**src/rtl/lcd_bus_scheduler_if.sv**
```systemverilog
// Requester handshakes plus the LCD pins owned by lcd_bus_scheduler.
// The scheduler takes the slave side; requesters and the bench take the master side.
interface lcd_bus_scheduler_if;
    logic       cmd_valid_i;
    logic [7:0] cmd_data_i;
    logic       cmd_ready_o;
    logic       chr_valid_i;
    logic [7:0] chr_data_i;
    logic       chr_ready_o;
    logic       init_done_o;
    logic       busy_o;
    logic [7:0] lcd_data_o;
    logic       lcd_rs_o;
    logic       lcd_enable_o;

    modport slave (
        input  cmd_valid_i, cmd_data_i, chr_valid_i, chr_data_i,
        output cmd_ready_o, chr_ready_o, init_done_o, busy_o,
               lcd_data_o, lcd_rs_o, lcd_enable_o
    );

    modport master (
        output cmd_valid_i, cmd_data_i, chr_valid_i, chr_data_i,
        input  cmd_ready_o, chr_ready_o, init_done_o, busy_o,
               lcd_data_o, lcd_rs_o, lcd_enable_o
    );
endinterface

```
**src/rtl/lcd_bus_scheduler.sv**
```systemverilog
// Single owner of the HD44780 8-bit bus: power-up init, then round-robin between
// command and character requesters, one timed E pulse plus execution wait per byte.
module lcd_bus_scheduler #(
    parameter int POWERUP_CYCLES   = 750000,
    parameter int SETUP_CYCLES     = 2,
    parameter int PULSE_CYCLES     = 12,
    parameter int HOLD_CYCLES      = 2,
    parameter int EXEC_CYCLES      = 2500,
    parameter int LONG_EXEC_CYCLES = 90000
) (
    input  logic               fpga_clk_i,
    input  logic               fpga_reset_ni,
    lcd_bus_scheduler_if.slave bus
);
    function automatic int max2(input int a, input int b);
        return (a > b) ? a : b;
    endfunction

    localparam int MAX_CYC = max2(max2(max2(POWERUP_CYCLES, SETUP_CYCLES),
                                       max2(PULSE_CYCLES, HOLD_CYCLES)),
                                  max2(EXEC_CYCLES, LONG_EXEC_CYCLES));
    localparam int CNT_W = max2($clog2(MAX_CYC + 1), 20);

    // Counter reload values: a phase of N cycles counts N-1 down to 0.
    localparam logic [CNT_W-1:0] PWR_LD   = CNT_W'(POWERUP_CYCLES - 1);
    localparam logic [CNT_W-1:0] SETUP_LD = CNT_W'(SETUP_CYCLES - 1);
    localparam logic [CNT_W-1:0] PULSE_LD = CNT_W'(PULSE_CYCLES - 1);
    localparam logic [CNT_W-1:0] HOLD_LD  = CNT_W'(HOLD_CYCLES - 1);
    localparam logic [CNT_W-1:0] EXEC_LD  = CNT_W'(EXEC_CYCLES - 1);
    localparam logic [CNT_W-1:0] LEXEC_LD = CNT_W'(LONG_EXEC_CYCLES - 1);
    localparam logic [2:0]       LAST_IDX = 3'd5;

    typedef enum logic [2:0] {
        S_PWRUP, S_INIT, S_SETUP, S_PULSE, S_HOLD, S_EXEC, S_IDLE
    } state_e;

    function automatic logic [7:0] init_rom(input logic [2:0] k);
        case (k)
            3'd0, 3'd1, 3'd2: return 8'h38;
            3'd3:             return 8'h0C;
            3'd4:             return 8'h06;
            default:          return 8'h01;
        endcase
    endfunction

    state_e           state_q, state_d;
    logic [CNT_W-1:0] cnt_q, cnt_d;
    logic [2:0]       idx_q, idx_d;
    logic [7:0]       data_q, data_d;
    logic             rs_q, rs_d;
    logic             e_q, e_d;
    logic             done_q, done_d;
    logic             last_chr_q, last_chr_d;

    logic             cnt_zero;
    logic [CNT_W-1:0] cnt_dec;
    logic             long_exec;
    logic             accept_ok;
    logic             cmd_rdy, chr_rdy;
    logic             cmd_fire, chr_fire;

    assign cnt_zero  = (cnt_q == '0);
    assign cnt_dec   = cnt_q - CNT_W'(1);
    // Clear display (0x01) and return home (0x02/0x03) need the long execution wait.
    assign long_exec = !rs_q && (data_q[7:2] == 6'd0);

    // A port whose peer is idle is always ready; under contention the one not
    // granted last time wins.
    assign accept_ok = (state_q == S_IDLE) && done_q;
    assign cmd_rdy   = accept_ok && (!bus.chr_valid_i || (bus.cmd_valid_i && last_chr_q));
    assign chr_rdy   = accept_ok && (!bus.cmd_valid_i || (bus.chr_valid_i && !last_chr_q));
    assign cmd_fire  = cmd_rdy && bus.cmd_valid_i;
    assign chr_fire  = chr_rdy && bus.chr_valid_i;

    always_comb begin
        state_d    = state_q;
        cnt_d      = cnt_q;
        idx_d      = idx_q;
        data_d     = data_q;
        rs_d       = rs_q;
        done_d     = done_q;
        last_chr_d = last_chr_q;
        case (state_q)
            S_PWRUP: begin
                if (cnt_zero) state_d = S_INIT;
                else          cnt_d   = cnt_dec;
            end
            S_INIT: begin
                data_d  = init_rom(idx_q);
                rs_d    = 1'b0;
                cnt_d   = SETUP_LD;
                state_d = S_SETUP;
            end
            S_SETUP: begin
                if (cnt_zero) begin
                    cnt_d   = PULSE_LD;
                    state_d = S_PULSE;
                end else begin
                    cnt_d = cnt_dec;
                end
            end
            S_PULSE: begin
                if (cnt_zero) begin
                    cnt_d   = HOLD_LD;
                    state_d = S_HOLD;
                end else begin
                    cnt_d = cnt_dec;
                end
            end
            S_HOLD: begin
                if (cnt_zero) begin
                    cnt_d   = long_exec ? LEXEC_LD : EXEC_LD;
                    state_d = S_EXEC;
                end else begin
                    cnt_d = cnt_dec;
                end
            end
            S_EXEC: begin
                if (!cnt_zero) begin
                    cnt_d = cnt_dec;
                end else if (done_q) begin
                    state_d = S_IDLE;
                end else if (idx_q == LAST_IDX) begin
                    done_d  = 1'b1;
                    state_d = S_IDLE;
                end else begin
                    idx_d   = idx_q + 3'd1;
                    state_d = S_INIT;
                end
            end
            S_IDLE: begin
                if (cmd_fire) begin
                    data_d     = bus.cmd_data_i;
                    rs_d       = 1'b0;
                    last_chr_d = 1'b0;
                    cnt_d      = SETUP_LD;
                    state_d    = S_SETUP;
                end else if (chr_fire) begin
                    data_d     = bus.chr_data_i;
                    rs_d       = 1'b1;
                    last_chr_d = 1'b1;
                    cnt_d      = SETUP_LD;
                    state_d    = S_SETUP;
                end
            end
            default: begin
                cnt_d   = PWR_LD;
                state_d = S_PWRUP;
            end
        endcase
    end

    // E is registered so the pin is glitch-free; it tracks entry into PULSE.
    assign e_d = (state_d == S_PULSE);

    always_ff @(posedge fpga_clk_i or negedge fpga_reset_ni) begin
        if (!fpga_reset_ni) begin
            state_q    <= S_PWRUP;
            cnt_q      <= PWR_LD;
            idx_q      <= '0;
            data_q     <= '0;
            rs_q       <= 1'b0;
            e_q        <= 1'b0;
            done_q     <= 1'b0;
            last_chr_q <= 1'b1;
        end else begin
            state_q    <= state_d;
            cnt_q      <= cnt_d;
            idx_q      <= idx_d;
            data_q     <= data_d;
            rs_q       <= rs_d;
            e_q        <= e_d;
            done_q     <= done_d;
            last_chr_q <= last_chr_d;
        end
    end

    assign bus.cmd_ready_o  = cmd_rdy;
    assign bus.chr_ready_o  = chr_rdy;
    assign bus.init_done_o  = done_q;
    assign bus.busy_o       = (state_q != S_IDLE);
    assign bus.lcd_data_o   = data_q;
    assign bus.lcd_rs_o     = rs_q;
    assign bus.lcd_enable_o = e_q;
endmodule

```
**src/flat_wrapper.sv**
```systemverilog
// flat-port wrapper written by rule: the top's interface ports become plain ports
module lcd_bus_scheduler_flat 
#(
    parameter int POWERUP_CYCLES   = 750000,
    parameter int SETUP_CYCLES     = 2,
    parameter int PULSE_CYCLES     = 12,
    parameter int HOLD_CYCLES      = 2,
    parameter int EXEC_CYCLES      = 2500,
    parameter int LONG_EXEC_CYCLES = 90000
)
  (fpga_clk_i, fpga_reset_ni, bus_cmd_valid_i, bus_cmd_data_i, bus_chr_valid_i, bus_chr_data_i, bus_cmd_ready_o, bus_chr_ready_o, bus_init_done_o, bus_busy_o, bus_lcd_data_o, bus_lcd_rs_o, bus_lcd_enable_o);
  lcd_bus_scheduler_if bus_i ();
  input  logic fpga_clk_i;
  input  logic fpga_reset_ni;
  input wire logic [$bits(bus_i.cmd_valid_i)-1:0] bus_cmd_valid_i;
  input wire logic [$bits(bus_i.cmd_data_i)-1:0] bus_cmd_data_i;
  input wire logic [$bits(bus_i.chr_valid_i)-1:0] bus_chr_valid_i;
  input wire logic [$bits(bus_i.chr_data_i)-1:0] bus_chr_data_i;
  output wire logic [$bits(bus_i.cmd_ready_o)-1:0] bus_cmd_ready_o;
  output wire logic [$bits(bus_i.chr_ready_o)-1:0] bus_chr_ready_o;
  output wire logic [$bits(bus_i.init_done_o)-1:0] bus_init_done_o;
  output wire logic [$bits(bus_i.busy_o)-1:0] bus_busy_o;
  output wire logic [$bits(bus_i.lcd_data_o)-1:0] bus_lcd_data_o;
  output wire logic [$bits(bus_i.lcd_rs_o)-1:0] bus_lcd_rs_o;
  output wire logic [$bits(bus_i.lcd_enable_o)-1:0] bus_lcd_enable_o;
  assign bus_i.cmd_valid_i = bus_cmd_valid_i;
  assign bus_i.cmd_data_i = bus_cmd_data_i;
  assign bus_i.chr_valid_i = bus_chr_valid_i;
  assign bus_i.chr_data_i = bus_chr_data_i;
  assign bus_cmd_ready_o = bus_i.cmd_ready_o;
  assign bus_chr_ready_o = bus_i.chr_ready_o;
  assign bus_init_done_o = bus_i.init_done_o;
  assign bus_busy_o = bus_i.busy_o;
  assign bus_lcd_data_o = bus_i.lcd_data_o;
  assign bus_lcd_rs_o = bus_i.lcd_rs_o;
  assign bus_lcd_enable_o = bus_i.lcd_enable_o;
  lcd_bus_scheduler #(.POWERUP_CYCLES(POWERUP_CYCLES), .SETUP_CYCLES(SETUP_CYCLES), .PULSE_CYCLES(PULSE_CYCLES), .HOLD_CYCLES(HOLD_CYCLES), .EXEC_CYCLES(EXEC_CYCLES), .LONG_EXEC_CYCLES(LONG_EXEC_CYCLES)) u_core (.fpga_clk_i(fpga_clk_i), .fpga_reset_ni(fpga_reset_ni), .bus(bus_i));
endmodule
```
**config.mk**
```make
export PLATFORM = sky130hd
export DESIGN_NAME = lcd_bus_scheduler_flat
export DESIGN_NICKNAME = d
export VERILOG_FILES = /design/src/rtl/lcd_bus_scheduler_if.sv /design/src/rtl/lcd_bus_scheduler.sv /design/src/flat_wrapper.sv
export SDC_FILE = /design/constraint.sdc
export NUM_CORES = 1
export LEC_CHECK = 0
export BUFFER_PORTS_ARGS = -buffer_cell sky130_fd_sc_hd__clkbuf_2
export CAP_MARGIN = 5
export CORE_MARGIN = 3
export CORE_UTILIZATION = 55
export CTS_CLUSTER_DIAMETER = 80
export CTS_CLUSTER_SIZE = 10
export DETAILED_ROUTE_END_ITERATION = 16
export PLACE_DENSITY = 0.72
export SYNTH_ARGS = -nofsm -noshare
export SYNTH_HDL_FRONTEND = slang
export SYNTH_SLANG_ARGS = --single-unit
```
**constraint.sdc**
```tcl
create_clock -name fpga_clk_i -period 3.1 [get_ports fpga_clk_i]
set_input_delay 0.155 -clock fpga_clk_i [delete_from_list [all_inputs] [get_ports fpga_clk_i]]
set_output_delay 0.155 -clock fpga_clk_i [all_outputs]
set_load 0.05 [all_outputs]
```
==> results_tabular.tex, run 1 <==
\begin{tabular}{lr}
\hline
Metric & Value \\
\hline
\multicolumn{2}{l}{\textbf{Worst setup path}} \\
\quad Startpoint kind of the worst setup timing path & register \\
\quad Worst setup path category & reg2reg \\
\quad Critical path peak fanout & 19 \\
\quad Arrival time at the worst endpoint & 3.03 ns \\
\quad Depth of the worst register-to-register path & 6 \\
\quad Critical Path, Cell by Cell & clkinv\_1 > nand2\_1 > nor2\_1 > a211oi\_4 > o311ai\_0 > nand4\_1 \\
\quad CP Data Required Time & 3.33 ns \\
\quad Cell with the largest stage delay on the worst path & sky130\_fd\_sc\_hd\_\_a211oi\_4 \\
\quad Category of the worst setup path capture point & register \\
\quad Levels on crit path & 6 \\
\quad Maximum single-stage delay on the critical path & roughly 0.7 ns \\
\quad Count of buffering cells on the critical path with inverters included & 1 \\
\quad Cell type group with the largest total delay on the critical path & compound AO/OA/AOI/OAI gates \\
\multicolumn{2}{l}{\textbf{CTS}} \\
\quad CTS resizes & 0 \\
\quad Post-CTS setup buffer count & 0 \\
\quad Clock-pin slew reported for the worst setup and hold paths after clock tree synthesis & about 0.08 ns \\
\quad Buffer levels on the longest clock path & 2 \\
\quad Insertion delay of the later-clocked pin in the worst-skew pair & between 0.2 and 0.3 ns \\
\quad Number of clock sinks & 38 \\
\quad Num CTS Buffers & 5 \\
\quad CTS root buf & sky130\_fd\_sc\_hd\_\_clkbuf\_8 \\
\quad Number of H-tree branching levels & 2 \\
\quad Clock tree from TritonCTS & built \\
\quad Hold Buf Count CTS & 0 \\
\multicolumn{2}{l}{\textbf{Detailed routing}} \\
\quad Average detailed-routed wire length per instance & 17.6 µm \\
\quad Topmost layer with routed signal wires & met4 \\
\quad Number of violations reported at the end of detailed-routing iteration 0 & 196 \\
\quad Via-to-Cell Ratio & 6.37 \\
\quad Total length of routed wires & 7080 µm \\
\quad Routed length on met1 & 3310 µm \\
\quad DRC violations left & 0 \\
\quad Sum of met3 wire segment lengths after detailed routing & 384 µm \\
\quad Routed length on met2 & around 3300 µm \\
\quad Antenna Nets Post-Route & 0 \\
\quad Total via count in the routed design & 2561 \\
\quad Detailed-routing iteration count for the pre-antenna-repair pass & 5 \\
\multicolumn{2}{l}{\textbf{Timing}} \\
\quad Number of endpoints with negative hold slack in the final report & 2 \\
\quad Shortest period the worst path allows & 2.80 ns \\
\quad RSZ-0062 raised after global routing & false \\
\quad Worst hold slack across all endpoints & -0.00669 ns \\
\quad Pins over their slew limit & 0 \\
\quad Slew at the pin closest to its max-slew limit & 0.945 ns \\
\quad Final worst clock skew & 0.0102 ns \\
\quad Peak clock frequency supported by timing & 357 MHz \\
\quad Rel. slew slack & 0.370 \\
\quad Final setup slack of the worst path & 0.298 ns \\
\quad Tcrit/Tclk final & 0.904 \\
\quad Setup-failing EPs final & 0 \\
\quad Sum of negative setup slack & 0 ns \\
\multicolumn{2}{l}{\textbf{Floorplanning}} \\
\quad Die span in y & 75.2 µm \\
\quad I/O pin count & 34 \\
\quad Floorplan die area & between 5000 and 6000 µm² \\
\quad Width of the die & 75.2 µm \\
\quad Core area & 4470 µm² \\
\quad Starting density of the core & 0.588 \\
\quad Site row count & 24 \\
\multicolumn{2}{l}{\textbf{Yosys}} \\
\quad Top cells by area, synth & sky130\_fd\_sc\_hd\_\_dfrtp\_1 (23\%), sky130\_fd\_sc\_hd\_\_dfstp\_2 (14\%), sky130\_fd\_sc\_hd\_\_nand2\_1 (5.3\%), sky130\_fd\_sc\_hd\_\_a21oi\_1 (4.6\%), sky130\_fd\_sc\_hd\_\_nor2\_1 (4.3\%) \\
\quad Post-Synthesis Cell Area & 2630 µm² \\
\quad Fraction of post-synthesis cell area in the top cell type by area & 0.228 \\
\quad Commonest cells post-synth & sky130\_fd\_sc\_hd\_\_nand2\_1 (37), sky130\_fd\_sc\_hd\_\_nor2\_1 (30), sky130\_fd\_sc\_hd\_\_a21oi\_1 (24), sky130\_fd\_sc\_hd\_\_dfrtp\_1 (24), sky130\_fd\_sc\_hd\_\_o21ai\_0 (18) \\
\quad Flops \& latches, synth & 38 \\
\quad Nets in the synthesized netlist & $\sim$340 \\
\quad Part of the Yosys area used for sequential elements & 0.368 \\
\quad Share of flip-flops with an asynchronous set or reset after synthesis & 1.00 \\
\quad Library cell with the highest instance count after synthesis & sky130\_fd\_sc\_hd\_\_nand2\_1 \\
\quad Number of cells produced by synthesis & $\sim$320 \\
\quad Synth unique cells & 65 \\
\quad Number of synthesized flops with an enable pin & 0 \\
\quad Synthesized area divided by synthesized cell count & 8.36 µm² \\
\quad Post-synth top flop & sky130\_fd\_sc\_hd\_\_dfrtp\_1 \\
\quad YS warnings & 0 \\
\quad Cell accounting for the most synthesized area & sky130\_fd\_sc\_hd\_\_dfrtp\_1 \\
\multicolumn{2}{l}{\textbf{Global routing}} \\
\quad Global-route total usage across every layer & 0.267 \\
\quad Gr ovfl total & 0 \\
\quad Via count of the first global-routing pass & 2229 \\
\quad Initial antenna violation count & 0 \\
\quad Largest net degree at the start of global routing & 39 \\
\quad First-pass GRT wire length & 11500 µm \\
\multicolumn{2}{l}{\textbf{Power and ir drop}} \\
\quad Leak & 0.00127 µW \\
\quad Peak VDD IR & 0.000230 V \\
\quad Pwr Density & 296 nW/µm² \\
\multicolumn{2}{l}{\textbf{Finish}} \\
\quad Share of final-layout standard cells stronger than drive strength 1 & 0.243 \\
\quad Area used by multi-input combinational logic & between 1500 and 2000 µm² \\
\quad FF+latch area & 968 µm² \\
\quad Antenna diodes & 0 \\
\quad Post-layout net count & 376 \\
\quad Number of fill cells & 390 \\
\quad Final non-filler cell total & 402 \\
\quad Post-route cell area & 2940 µm² \\
\quad Growth of design area from synthesis to finish & 11.6\% \\
\multicolumn{2}{l}{\textbf{Placement}} \\
\quad Final RePlAce weighted congestion & 0.929 \\
\quad DP Worst Slack & 0.380 ns \\
\quad Area after DPL & between 2000 and 3000 µm² \\
\quad Port bufs & 33 \\
\quad HPWL after DPL & $\sim$5300 µm \\
\quad Instance count after placement with tap cells included & 394 \\
\multicolumn{2}{l}{\textbf{Status}} \\
\quad Outcome & finished with violations \\
\quad Violated checks & negative hold slack \\
\multicolumn{2}{l}{\textbf{Min path}} \\
\quad Worst hold path class & in2async \\
\multicolumn{2}{l}{\textbf{Flow run}} \\
\quad Max-cap viol count & 0 \\
\hline
\end{tabular}
==> flip-flops by register name, summed over array words and instances, names as in the netlist <==
register and count:
u_core.bus.lcd_enable_o 1, u_core.idx_q 3, u_core.last_chr_q 1, u_core.bus.init_done_o 1
u_core.cnt_q 20, u_core.bus.lcd_data_o 8, u_core.state_q 3, u_core.bus.lcd_rs_o 1
==> layer usage <==
metal / up-vias / global-route usage
met2: 84 / 0.401
met3: 5 / 0.0427
met1: 1227 / 0.401
li1: 1245 / -
met5: - / 0
met4: 0 / 0.0680
==> layout make-up <==
cell class / count / area share
Clock buffer: 7 / 0.0294
Inverter: 18 / 0.0230
Sequential cell: 38 / 0.330
Clock inverter: 1 / 0.00170
Timing Repair Buffer: 39 / 0.0716
Multi-Input combinational cell: 247 / 0.523
Tap cell: 52 / 0.0221
==> kinds of logic after synthesis <==
| logic type | share of synthesized area |
|---|---|
| xor+xnor | 0.00998 |
| fa+ha+maj | 0.0333 |
| compound gates | 0.275 |
| buf+inv | 0.0489 |
| simple gates | 0.253 |
| flops | 0.368 |
| mux | 0.0124 |
==> per-stage QoR <==
| step | total power, µW | utilization | hold WS [ns] |
|---|---|---|---|
| 2_1_floorplan | 506 | - | -0.141 |
| 3_3_place_gp | 529 | 0.636 | 0.336 |
| 3_5_place_dp | 530 | 0.636 | 0.343 |
| 4_1_cts | 881 | 0.657 | 0.0283 |
| 5_1_grt | 907 | 0.657 | 0.0512 |
| 6_report | 871 | 0.657 | -0.00669 |
==> worst reg2reg max path: cells and delay by family, from the launching register on <==
kind            cells  cell delay, ns
buf+inv             1            0.47
flops               1            0.69
simple gates        3            0.60
compound gates      2            0.98
==> worst paths after layout <==
path | slack, ns | startpoint | to
hold reg to reg | 0.50 | u_core.cnt_q[5]$_DFFE_PN1P_ | u_core.cnt_q[5]$_DFFE_PN1P_
hold / removal | -0.007 | fpga_reset_ni | u_core.cnt_q[15]$_DFFE_PN0P_
max in group asynchronous | 2.50 | fpga_reset_ni | u_core.cnt_q[11]$_DFFE_PN0P_
setup / recovery | 0.30 | u_core.state_q[2]$_DFF_PN0_ | u_core.cnt_q[19]$_DFFE_PN1P_
min in group fpga_clk_i | 0.10 | bus_chr_data_i[5] | u_core.bus.lcd_data_o[5]$_DFFE_PN0P_
setup reg to reg | 0.30 | u_core.state_q[2]$_DFF_PN0_ | u_core.cnt_q[19]$_DFFE_PN1P_
==> cells in the final DEF (no fill, tap or decap), drive strengths merged, types with 2 or more instances in the layout <==
cell type  count
clkbuf        40
nand2         38
nor2          32
a21oi         24
dfrtp         24
o21ai         22
inv           17
nor3          16
nand3         15
dfstp         14
a31oi         10
ha             7
nor4           7
nand4          7
buf            6
a211oi         6
o211ai         5
o22ai          5
a22oi          4
or2            4
a22o           4
a31o           3
o221ai         3
xnor2          3
a21o           2
and3           2
o311ai         2
a32oi          2
a221oi         2
mux2           2
o31ai          2
clkinv         2
nand2b         2
==> power by group <==
part	internal [µW]	switching [µW]	total, µW
Clock	179	171	351
Sequential	496	0	496
Combinational	8.79	14.7	23.5
Total	685	186	871
No activity file was read; power rests on OpenSTA's default activity.
==> run 2: changes to the inputs <==
--- a/config.mk
+++ b/config.mk
@@ -8,11 +8,11 @@
 export BUFFER_PORTS_ARGS = -buffer_cell sky130_fd_sc_hd__clkbuf_2
 export CAP_MARGIN = 5
 export CORE_MARGIN = 3
-export CORE_UTILIZATION = 55
+export CORE_UTILIZATION = 40
 export CTS_CLUSTER_DIAMETER = 80
 export CTS_CLUSTER_SIZE = 10
 export DETAILED_ROUTE_END_ITERATION = 16
-export PLACE_DENSITY = 0.72
+export PLACE_DENSITY = 0.55
 export SYNTH_ARGS = -nofsm -noshare
 export SYNTH_HDL_FRONTEND = slang
 export SYNTH_SLANG_ARGS = --single-unit
==> results_tabular.tex, run 2 (synthesis results as in run 1) <==
\begin{tabular}{lr}
\hline
Metric & Value \\
\hline
\multicolumn{2}{l}{\textbf{Status}} \\
\quad Outcome & finished with violations \\
\quad Violated checks & negative hold slack \\
\multicolumn{2}{l}{\textbf{Global routing}} \\
\quad Gr ovfl total & 0 (unchanged) \\
\quad Global-route total usage across every layer & 0.211 (-0.0564) \\
\quad Largest net degree at the start of global routing & 39 (unchanged) \\
\quad First-pass GRT wire length & 12600 µm (+9.5\%) \\
\quad Via count of the first global-routing pass & 2501 (+12\%) \\
\quad Initial antenna violation count & 0 (unchanged) \\
\multicolumn{2}{l}{\textbf{Worst setup path}} \\
\quad Worst setup path category & reg2reg \\
\quad CP Data Required Time & 3.33 ns (about the same) \\
\quad Arrival time at the worst endpoint & 2.71 ns (-0.32 ns) \\
\quad Startpoint kind of the worst setup timing path & register \\
\quad Category of the worst setup path capture point & register \\
\quad Critical path peak fanout & 17 (-2) \\
\multicolumn{2}{l}{\textbf{Placement}} \\
\quad Final RePlAce weighted congestion & 0.946 (+1.8\%) \\
\quad HPWL after DPL & 5620 µm (+5.6\%) \\
\quad Port bufs & 33 (unchanged) \\
\quad Instance count after placement with tap cells included & 420 (+6.6\%) \\
\quad Area after DPL & 2900 µm² (+1.8\%) \\
\multicolumn{2}{l}{\textbf{CTS}} \\
\quad Number of clock sinks & 38 (unchanged) \\
\quad Clock-pin slew reported for the worst setup and hold paths after clock tree synthesis & 0.08 ns (about the same) \\
\quad Buffer levels on the longest clock path & 2 (unchanged) \\
\quad CTS root buf & sky130\_fd\_sc\_hd\_\_clkbuf\_8 \\
\quad Hold Buf Count CTS & 0 (unchanged) \\
\quad Insertion delay of the later-clocked pin in the worst-skew pair & 0.30 ns (about the same) \\
\quad CTS resizes & 0 (unchanged) \\
\quad Num CTS Buffers & 5 (unchanged) \\
\quad Number of H-tree branching levels & 2 (unchanged) \\
\quad Clock tree from TritonCTS & built \\
\quad Post-CTS setup buffer count & 0 (unchanged) \\
\multicolumn{2}{l}{\textbf{Finish}} \\
\quad Antenna diodes & 0 (unchanged) \\
\quad Final non-filler cell total & 428 (+6.5\%) \\
\quad Max reg flops & 20 (unchanged) \\
\quad Growth of design area from synthesis to finish & 14.3\% \\
\quad Post-route cell area & 3010 µm² (+2.4\%) \\
\quad Post-layout net count & 379 (+0.80\%) \\
\quad Share of final-layout standard cells stronger than drive strength 1 & 0.252 (+0.00927) \\
\quad Register with the most flip-flops & u\_core.cnt\_q \\
\quad Top library cells by usage in the layout, fill and taps aside & sky130\_fd\_sc\_hd\_\_nand2\_1 (37), sky130\_fd\_sc\_hd\_\_clkbuf\_2 (33), sky130\_fd\_sc\_hd\_\_nor2\_1 (30), sky130\_fd\_sc\_hd\_\_a21oi\_1 (24), sky130\_fd\_sc\_hd\_\_dfrtp\_1 (24) \\
\quad Commonest non-fill, non-tap cell in the layout & sky130\_fd\_sc\_hd\_\_nand2\_1 \\
\quad Number of fill cells & 615 (+58\%) \\
\multicolumn{2}{l}{\textbf{Power and ir drop}} \\
\quad P\_int & 730 µW (+6.6\%) \\
\quad Sequential share of power & 0.532 (-0.038) \\
\quad Pwr Density & 310 nW/µm² (+4.6\%) \\
\quad Switching Share & 0.217 (+0.00327) \\
\quad Part of the power in the clock network & 0.442 (+0.039) \\
\quad P\_sw & 202 µW (+8.7\%) \\
\quad Leak & 0.00129 µW (+1.8\%) \\
\quad Combinational fraction of design power & 0.025 (-0.002) \\
\quad Peak VDD IR & 0.000156 V (-32\%) \\
\multicolumn{2}{l}{\textbf{Timing}} \\
\quad Peak clock frequency supported by timing & 403 MHz (+13\%) \\
\quad Slew at the pin closest to its max-slew limit & 0.983 ns (+0.0387 ns) \\
\quad Number of endpoints with negative hold slack in the final report & 1 (-1) \\
\quad RSZ-0062 raised after global routing & false \\
\quad Rel. slew slack & 0.344 (-0.0258) \\
\quad Pins over their slew limit & 0 (unchanged) \\
\quad Setup-failing EPs final & 0 (unchanged) \\
\quad Shortest period the worst path allows & 2.48 ns (-0.321 ns) \\
\quad Worst hold slack across all endpoints & -0.0000733 ns (+0.00661 ns) \\
\quad Tcrit/Tclk final & 0.800 (-0.104) \\
\quad Sum of negative setup slack & 0 ns (unchanged) \\
\quad Final worst clock skew & 0.0109 ns (+0.000726 ns) \\
\multicolumn{2}{l}{\textbf{Min path}} \\
\quad Worst hold path class & in2async \\
\multicolumn{2}{l}{\textbf{Detailed routing}} \\
\quad Routed length on met1 & 3440 µm (+3.8\%) \\
\quad Number of violations reported at the end of detailed-routing iteration 0 & 237 (+21\%) \\
\quad Sum of met3 wire segment lengths after detailed routing & 373 µm (-2.9\%) \\
\quad Antenna Nets Post-Route & 0 (unchanged) \\
\quad Average detailed-routed wire length per instance & 17.8 µm (+0.88\%) \\
\quad DRC violations left & 0 (unchanged) \\
\quad Total length of routed wires & 7600 µm (+7.4\%) \\
\quad Routed length on met2 & 3630 µm (+8.9\%) \\
\quad Total via count in the routed design & 2587 (+1.0\%) \\
\quad Via-to-Cell Ratio & 6.04 (-5.1\%) \\
\quad Topmost layer with routed signal wires & met4 \\
\quad Detailed-routing iteration count for the pre-antenna-repair pass & 5 (unchanged) \\
\multicolumn{2}{l}{\textbf{Floorplanning}} \\
\quad Width of the die & 87.1 µm (+16\%) \\
\quad Core area & 6130 µm² (+37\%) \\
\quad Floorplan die area & 7590 µm² (+34\%) \\
\quad Starting density of the core & 0.429 (-0.159) \\
\quad Site row count & 28 (+17\%) \\
\quad Die span in y & 87.1 µm (+16\%) \\
\quad I/O pin count & 34 (unchanged) \\
\multicolumn{2}{l}{\textbf{Flow run}} \\
\quad Max-cap viol count & 0 (unchanged) \\
\hline
\end{tabular}
run 2: final cells by class:
| type | instances | area [µm²] | area share |
|---|---|---|---|
| Sequential cell | 38 | 968 | 0.322 |
| Tap cell | 75 | 93.8 | 0.0312 |
| Clock buffer | 8 | 110 | 0.0366 |
| Multi-Input combinational cell | 247 | 1540 | 0.510 |
| Timing Repair Buffer | 42 | 233 | 0.0774 |
| Inverter | 18 | 67.6 | 0.0225 |
run 2: per-stage QoR:
| step | util | hold WS, ns | power [µW] | setup slack [ns] |
|---|---|---|---|---|
| 2_1_floorplan | - | -0.141 | 506 | 1.05 |
| 3_3_place_gp | 0.473 | 0.370 | 530 | 0.665 |
| 3_5_place_dp | 0.473 | 0.363 | 530 | 0.662 |
| 4_1_cts | 0.491 | 0.0449 | 935 | 0.627 |
| 5_1_grt | 0.491 | 0.0787 | 963 | 0.411 |
| 6_report | 0.491 | -0.0000733 | 932 | 0.620 |
run 2: layer usage:
layer / vias up / GRT usage
li1: 1254 / -
met1: 1230 / 0.285
met2: 86 / 0.340
met3: 17 / 0.0350
met4: 0 / 0.0767
met5: - / 0
run 2: worst max-delay path, cell delays in order, from the launching register on:
cell	delay (ns)
sky130_fd_sc_hd__dfstp_2	0.59
sky130_fd_sc_hd__inv_1	0.08
sky130_fd_sc_hd__ha_1	0.18
sky130_fd_sc_hd__nor3b_1	0.17
sky130_fd_sc_hd__nand4_2	0.13
sky130_fd_sc_hd__o21ai_2	0.10
sky130_fd_sc_hd__a211oi_4	0.73
sky130_fd_sc_hd__o311ai_0	0.28
sky130_fd_sc_hd__nand4_1	0.16
run 2: path summary, 6_finish.rpt:
check	start	to	slack [ns]	cells after the start
max	u_core.cnt_q[0]$_DFFE_PN1P_	u_core.cnt_q[19]$_DFFE_PN1P_	0.62	8
max in group asynchronous	fpga_reset_ni	u_core.bus.lcd_data_o[0]$_DFFE_PN0P_	2.48	1
min reg2reg	u_core.cnt_q[5]$_DFFE_PN1P_	u_core.cnt_q[5]$_DFFE_PN1P_	0.50	2
min	fpga_reset_ni	u_core.cnt_q[18]$_DFFE_PN0P_	-0.00007	1
max reg2reg	u_core.cnt_q[0]$_DFFE_PN1P_	u_core.cnt_q[19]$_DFFE_PN1P_	0.62	8
min in group fpga_clk_i	bus_chr_data_i[5]	u_core.bus.lcd_data_o[5]$_DFFE_PN0P_	0.09	3
run 2: power by group through the flow:
stage | clock [µW] | sequential [µW] | combinational, µW
after floorplan | 0 | 505 | 0.816
after global placement | 0 | 505 | 24.8
after detailed placement | 0 | 505 | 24.7
after CTS | 414 | 496 | 24.7
after global routing | 440 | 496 | 27.4
final | 412 | 496 | 23.8
